--- src/rtl/sprite_motion.sv ---
// rtl/sprite_motion.sv - per-frame multi-sprite position/velocity stepper with wrap/bounce edges
//
// Purpose: holds position, signed velocity and per-axis edge mode for SPR_CNT
// sprites. On each accepted frame pulse it steps one sprite per clock, then
// copies every working position to the published outputs in a single cycle.
//
// Ports:
//   clk_pix, rst_pix_n     pixel clock, asynchronous active-low reset
//   frame, pause           start-of-frame pulse; pause masks frame pulses
//   cfg_we, cfg_idx        configuration write strobe and target sprite
//   cfg_x/y, cfg_vx/vy     signed position and velocity written to the sprite
//   cfg_mode               bit0 X edge mode, bit1 Y edge mode (0 wrap, 1 bounce)
//   sprx, spry             published positions, sprite i at [i*CORDW +: CORDW]
//   busy, done, overrun    pass in progress, publish pulse, sticky overrun flag

module sprite_motion #(
    parameter int CORDW     = 16,
    parameter int SPR_CNT   = 4,
    parameter int IDXW      = 2,
    parameter int VELW      = 6,
    parameter int H_RES     = 480,
    parameter int V_RES     = 272,
    parameter int SPR_DRAWW = 64,
    parameter int SPR_DRAWH = 40
) (
    input  logic                      clk_pix,
    input  logic                      rst_pix_n,
    input  logic                      frame,
    input  logic                      pause,
    input  logic                      cfg_we,
    input  logic [IDXW-1:0]           cfg_idx,
    input  logic signed [CORDW-1:0]   cfg_x,
    input  logic signed [CORDW-1:0]   cfg_y,
    input  logic signed [VELW-1:0]    cfg_vx,
    input  logic signed [VELW-1:0]    cfg_vy,
    input  logic [1:0]                cfg_mode,
    output logic [SPR_CNT*CORDW-1:0]  sprx,
    output logic [SPR_CNT*CORDW-1:0]  spry,
    output logic                      busy,
    output logic                      done,
    output logic                      overrun
);

    // Internal index only needs to address existing sprites.
    localparam int AW = (SPR_CNT > 1) ? $clog2(SPR_CNT) : 1;
    localparam logic [AW-1:0]   LAST_IDX  = AW'(SPR_CNT - 1);
    localparam logic [IDXW:0]   SPR_CNT_W = (IDXW + 1)'(SPR_CNT);

    // Edge limits carried at CORDW+1 bits to match the unclipped step sum.
    localparam logic signed [CORDW:0] X_RES  = (CORDW + 1)'(H_RES);
    localparam logic signed [CORDW:0] Y_RES  = (CORDW + 1)'(V_RES);
    localparam logic signed [CORDW:0] X_DRAW = (CORDW + 1)'(SPR_DRAWW);
    localparam logic signed [CORDW:0] Y_DRAW = (CORDW + 1)'(SPR_DRAWH);

    typedef enum logic [1:0] {
        ST_IDLE,
        ST_UPDATE,
        ST_PUBLISH
    } state_e;

    state_e                    state_q;
    logic [AW-1:0]             idx_q;
    logic                      busy_q;
    logic                      done_q;
    logic                      overrun_q;
    logic [SPR_CNT*CORDW-1:0]  sprx_q;
    logic [SPR_CNT*CORDW-1:0]  spry_q;

    logic signed [CORDW-1:0]   x_q  [SPR_CNT];
    logic signed [CORDW-1:0]   y_q  [SPR_CNT];
    logic signed [VELW-1:0]    vx_q [SPR_CNT];
    logic signed [VELW-1:0]    vy_q [SPR_CNT];
    logic [1:0]                mode_q [SPR_CNT];

    logic [CORDW+VELW-1:0]     step_x_d;
    logic [CORDW+VELW-1:0]     step_y_d;
    logic                      cfg_ok;
    logic [AW-1:0]             cfg_sel;

    // One axis step: returns {new position, new velocity}.
    function automatic logic [CORDW+VELW-1:0] step_axis(
        input logic signed [CORDW-1:0] p,
        input logic signed [VELW-1:0]  v,
        input logic                    bounce,
        input logic signed [CORDW:0]   res,
        input logic signed [CORDW:0]   draw
    );
        logic signed [CORDW:0]   n;
        logic signed [CORDW:0]   lim;
        logic signed [CORDW:0]   neg_draw;
        logic signed [CORDW-1:0] np;
        logic signed [VELW-1:0]  nv;
        logic signed [VELW-1:0]  v_neg;
        begin
            n        = {p[CORDW-1], p} + {{(CORDW + 1 - VELW){v[VELW-1]}}, v};
            lim      = res - draw;
            neg_draw = -draw;
            // Reflecting the most-negative velocity would overflow; clamp it.
            v_neg    = (v == {1'b1, {(VELW - 1){1'b0}}}) ? {1'b0, {(VELW - 1){1'b1}}} : -v;
            np       = n[CORDW-1:0];
            nv       = v;
            if (v == '0) begin
                np = p;
            end else if (!bounce) begin
                if (v[VELW-1] && (n <= neg_draw)) begin
                    np = res[CORDW-1:0];
                end else if (!v[VELW-1] && (n >= res)) begin
                    np = neg_draw[CORDW-1:0];
                end
            end else begin
                if (n[CORDW]) begin
                    np = '0;
                    nv = v_neg;
                end else if (n > lim) begin
                    np = lim[CORDW-1:0];
                    nv = v_neg;
                end
            end
            return {np, nv};
        end
    endfunction

    always_comb begin
        step_x_d = step_axis(x_q[idx_q], vx_q[idx_q], mode_q[idx_q][0], X_RES, X_DRAW);
        step_y_d = step_axis(y_q[idx_q], vy_q[idx_q], mode_q[idx_q][1], Y_RES, Y_DRAW);
        cfg_ok   = ({1'b0, cfg_idx} < SPR_CNT_W);
        cfg_sel  = cfg_idx[AW-1:0];
    end

    always_ff @(posedge clk_pix or negedge rst_pix_n) begin
        if (!rst_pix_n) begin
            state_q   <= ST_IDLE;
            idx_q     <= '0;
            busy_q    <= 1'b0;
            done_q    <= 1'b0;
            overrun_q <= 1'b0;
            sprx_q    <= '0;
            spry_q    <= '0;
            for (int i = 0; i < SPR_CNT; i++) begin
                x_q[i]    <= '0;
                y_q[i]    <= '0;
                vx_q[i]   <= '0;
                vy_q[i]   <= '0;
                mode_q[i] <= '0;
            end
        end else begin
            done_q <= 1'b0;
            if (frame && !pause && (state_q != ST_IDLE)) begin
                overrun_q <= 1'b1;
            end

            case (state_q)
                ST_IDLE: begin
                    if (frame && !pause) begin
                        state_q <= ST_UPDATE;
                        idx_q   <= '0;
                        busy_q  <= 1'b1;
                    end
                end
                ST_UPDATE: begin
                    x_q[idx_q]  <= step_x_d[CORDW+VELW-1:VELW];
                    vx_q[idx_q] <= step_x_d[VELW-1:0];
                    y_q[idx_q]  <= step_y_d[CORDW+VELW-1:VELW];
                    vy_q[idx_q] <= step_y_d[VELW-1:0];
                    if (idx_q == LAST_IDX) begin
                        state_q <= ST_PUBLISH;
                    end else begin
                        idx_q <= idx_q + 1'b1;
                    end
                end
                ST_PUBLISH: begin
                    for (int i = 0; i < SPR_CNT; i++) begin
                        sprx_q[i*CORDW +: CORDW] <= x_q[i];
                        spry_q[i*CORDW +: CORDW] <= y_q[i];
                    end
                    done_q  <= 1'b1;
                    busy_q  <= 1'b0;
                    state_q <= ST_IDLE;
                end
                default: begin
                    state_q <= ST_IDLE;
                    busy_q  <= 1'b0;
                end
            endcase

            // Placed after the step so a same-cycle write to the sprite
            // being stepped overrides the step result.
            if (cfg_we && cfg_ok) begin
                x_q[cfg_sel]    <= cfg_x;
                y_q[cfg_sel]    <= cfg_y;
                vx_q[cfg_sel]   <= cfg_vx;
                vy_q[cfg_sel]   <= cfg_vy;
                mode_q[cfg_sel] <= cfg_mode;
            end
        end
    end

    assign sprx    = sprx_q;
    assign spry    = spry_q;
    assign busy    = busy_q;
    assign done    = done_q;
    assign overrun = overrun_q;

endmodule

--- config.mk ---
export PLATFORM = sky130hd
export DESIGN_NAME = sprite_motion
export DESIGN_NICKNAME = d
export VERILOG_FILES = /design/src/rtl/sprite_motion.sv
export SDC_FILE = /design/constraint.sdc
export NUM_CORES = 1
export LEC_CHECK = 0
export CAP_MARGIN = 20
export CORE_MARGIN = 8
export CORE_UTILIZATION = 25
export DETAILED_ROUTE_END_ITERATION = 8
export GPL_TIMING_DRIVEN = 0
export PLACE_DENSITY = 0.51
export REMOVE_ABC_BUFFERS = 1
export SKIP_CTS_REPAIR_TIMING = 1
export SLEW_MARGIN = 20
export SYNTH_ARGS = -nofsm -noshare
export SYNTH_HDL_FRONTEND = slang
export SYNTH_SLANG_ARGS = --single-unit
--- constraint.sdc ---
create_clock -name clk_pix -period 5.8 [get_ports clk_pix]
set_input_delay 0.87 -clock clk_pix [delete_from_list [all_inputs] [get_ports clk_pix]]
set_output_delay 0.87 -clock clk_pix [all_outputs]
set_load 0.01 [all_outputs]
==> impl_metrics.py <==
metrics = {
    "outcome": {
        "status": "completed",
    },
    "timing": {
        "fin_crit_sh_pct": 95.5,
        "slew_headroom_pct": 27.9,
        "hold_viol_final": 0,
        "period_minus_slack_ns": 5.54,
        "rsz0062_at_grt": "no",
        "worstMarginPinSlew_ns": 1.08,
        "setup_viol": 0,
        "holdWs_ns": 0.231,
        "fmax_mhz": 181,
        "maxSlewViolCount": 0,
        "skew_ns": 0.0250,
        "setup_slack_ns": 0.263,
    },
    "yosys": {
        "yosys-top-cells-count": "nand2_1 (499), dfrtp_1 (319), o21ai_0 (79)",
        "synth_mux_area_share_pct": 6.30,
        "synth_top_area_share_pct": 45.8,
        "netlist_area_sq_um": 17400,
        "ys_types": 90,
        "synth_edf_count": 0,
        "yosys_most_used_dff": "dfrtp_1",
        "synth_compound_area_share_pct": 21.8,
        "postSynth.asyncResetShare_pct": 100,
        "yosysSeqAreaShare_pct": 45.8,
        "synth-simple-area-share_pct": 18.3,
        "synth_area_leaders": "dfrtp_1 (46%), nand2_1 (11%), mux4_2 (4.9%)",
        "yosysMostFrequentCell": "nand2_1",
        "ys_ff_latch": 319,
        "yosysTopAreaCell": "dfrtp_1",
        "synthCells": 1830,
        "synth-xor-area-share_pct": 0.704,
        "synth.avg_cell_area_sq_um": 9.52,
        "synth_top_family_by_area": "compound AO/OA/AOI/OAI gates",
        "synth_fa_ha_area_share_pct": 2.96,
        "yosys_warnings": 0,
    },
    "route": {
        "vias": 15500,
        "ant_nets": 0,
        "wirelength_um": 63700,
        "wl_per_cell_um": 21.7,
        "drt_first_iter_violations": 1247,
        "drc_errors": 0,
        "via_per_inst": 5.27,
        "firstDrtPassIters": 7,
    },
    "worst_setup_path": {
        "critPathRequiredTime_ns": 6.24,
        "crit_arrival_ns": 5.97,
        "endpoint_kind": "flop",
        "path_class": "reg -> reg",
        "rr_worst_depth": 12,
        "r2r_end": "vx_q[11]",
        "crit_path_max_fanout": 27,
        "r2r_setup_slack_ns": 0.26,
        "cp-start-kind": "flop",
        "cpPeakStageDelay_ns": 0.72,
        "slowest_stage": "dfrtp_4",
        "r2r_start": "idx_q[0]",
        "crit_top_cell": "o21ai_0",
        "crit_chain": "buf_16 -> mux4_2 -> ha_1 -> a211oi_1 -> o21ai_0 -> xor2_1 -> a21oi_1 -> o311ai_0 -> o31a_1 -> mux2_2 -> nor3_1 -> o21ai_0",
    },
    "cts": {
        "htreeDepth": 2,
        "clkLatencyLatePin_ns": 0.56,
        "cts_root_buffer": "clkbuf_16",
        "numCtsBuffers": 39,
        "cts.sinks": 319,
        "clk_pin_slew_ns": 0.06,
        "tritoncts": "built",
        "clock_path_buffers": 3,
    },
    "global_route": {
        "grt_usage_pct": 15.8,
        "grt_max_degree": 105,
        "grt_pass1_wl_um": 97100,
        "grt_pass1_vias": 15700,
        "globalRoute.totalOverflow": 0,
        "antenna_found_initial": 9,
    },
    "layout": {
        "fin_nets": 2060,
        "layout-drive-gt1-share_pct": 10.9,
        "stdcell_count": 2933,
        "areaGrowthSynthToFinish_pct": 24.8,
        "utilization_pct": 31.6,
    },
    "floorplan": {
        "die_width_um": 280,
        "die_h_um": 280,
        "core_area_sq_um": 68800,
        "start_util_pct": 25.3,
        "design.die.area_sq_um": 78400,
        "io_pins": 184,
        "placement_rows": 96,
    },
    "place": {
        "place_hpwl_um": 44100,
        "placement.setup.worst_slack_ns": -0.107,
        "place_congestion": 0.865,
        "dpl.cell_count": 2852,
        "portBuffers": 183,
    },
    "min_path": {
        "hold_path_class": "in -> async",
    },
    "job": {
        "maxCapViolCount": 0,
    },
}
registers in the layout, summed over array words and instances, names as in the netlist:
| name | count |
|---|---|
| sprx | 64 |
| vy_q | 24 |
| done | 1 |
| x_q | 64 |
| state_q | 2 |
| overrun | 1 |
| vx_q | 24 |
| idx_q | 2 |
| spry | 64 |
| busy | 1 |
| mode_q | 8 |
| y_q | 64 |
cell families (layout without fill, tap and decap cells):
logic type               after synthesis  in the layout
AND/OR/NAND/NOR                      724            724
other                                  0              5
multiplexers                          52             52
adder cells (fa/ha/maj)               40             40
AO/OA/AOI/OAI                        552            552
buffers and inverters                129            296
XOR/XNOR                              14             14
flip-flops                           319            319
worst max-delay path: cells and delay by family, from the launching register on:
kind / cells / cell delay [ns]
compound gates: 6 / 2.37
xor+xnor: 1 / 0.38
fa+ha+maj: 1 / 0.31
buf+inv: 1 / 0.31
flops: 1 / 0.72
mux: 2 / 1.08
simple gates: 1 / 0.21
per-layer routing:
layer  share of wire (%)  global-route usage, %  vias up  wire [um]
li1                    -                      -     7025          -
met1                  43                   20.8     7688      27500
met2                  46                   25.0      623      29200
met3                 8.2                   4.02      123       5220
met4                 2.8                   5.21       10       1800
met5                0.10                      0        -         66
placed cells by master (no fill, tap or decap), drive strengths merged, types with 6 or more instances in the layout:
cell / n
nand3: 18
clkdlybuf4s50: 182
clkbuf: 54
o21ai: 89
nor3b: 6
mux4: 44
and3: 14
dfrtp: 319
nand2: 504
ha: 38
nand2b: 8
or2: 8
or3: 14
o22ai: 73
a22o: 26
a21o: 40
and2: 13
a31oi: 78
nand4: 15
a31o: 6
buf: 27
inv: 18
a211oi: 14
a22oi: 57
xor2: 10
a21oi: 67
nor3: 25
clkinv: 7
o31ai: 32
o211ai: 11
nor4: 7
nor2: 70
o21a: 8
metrics by stage:
step / TNS (ns) / area [sq um]
final: 0 / 21700
after global routing: 0 / 21700
after CTS: -1.47 / 21600
after detailed placement: -0.784 / 20300
after global placement: -4248.41 / 19700
after floorplan: -7.72 / 16800
how the worst max path moves through the flow:
stage                     cells after the start       end      start
final                                        12  vx_q[11]   idx_q[0]
after global routing                         12   vx_q[5]   idx_q[0]
after CTS                                    12   x_q[58]   idx_q[0]
after detailed placement                     12   x_q[58]   idx_q[0]
after global placement                        1   x_q[35]  rst_pix_n
after floorplan                              11   y_q[57]   idx_q[0]
area by class of cell:
type | count | area (sq um)
fillers | 7016 | 47100
inverters | 16 | 65.1
repair buffers | 209 | 2340
multi-input cells | 1382 | 8830
flip-flops and latches | 319 | 7990
clock inverters | 17 | 199
clock buffers | 54 | 1120
diodes | 5 | 12.5
well taps | 931 | 1160
Power is left out: the tool's default activity adds up to more than one toggle a clock period on the data nets, which glitch-free logic cannot reach.
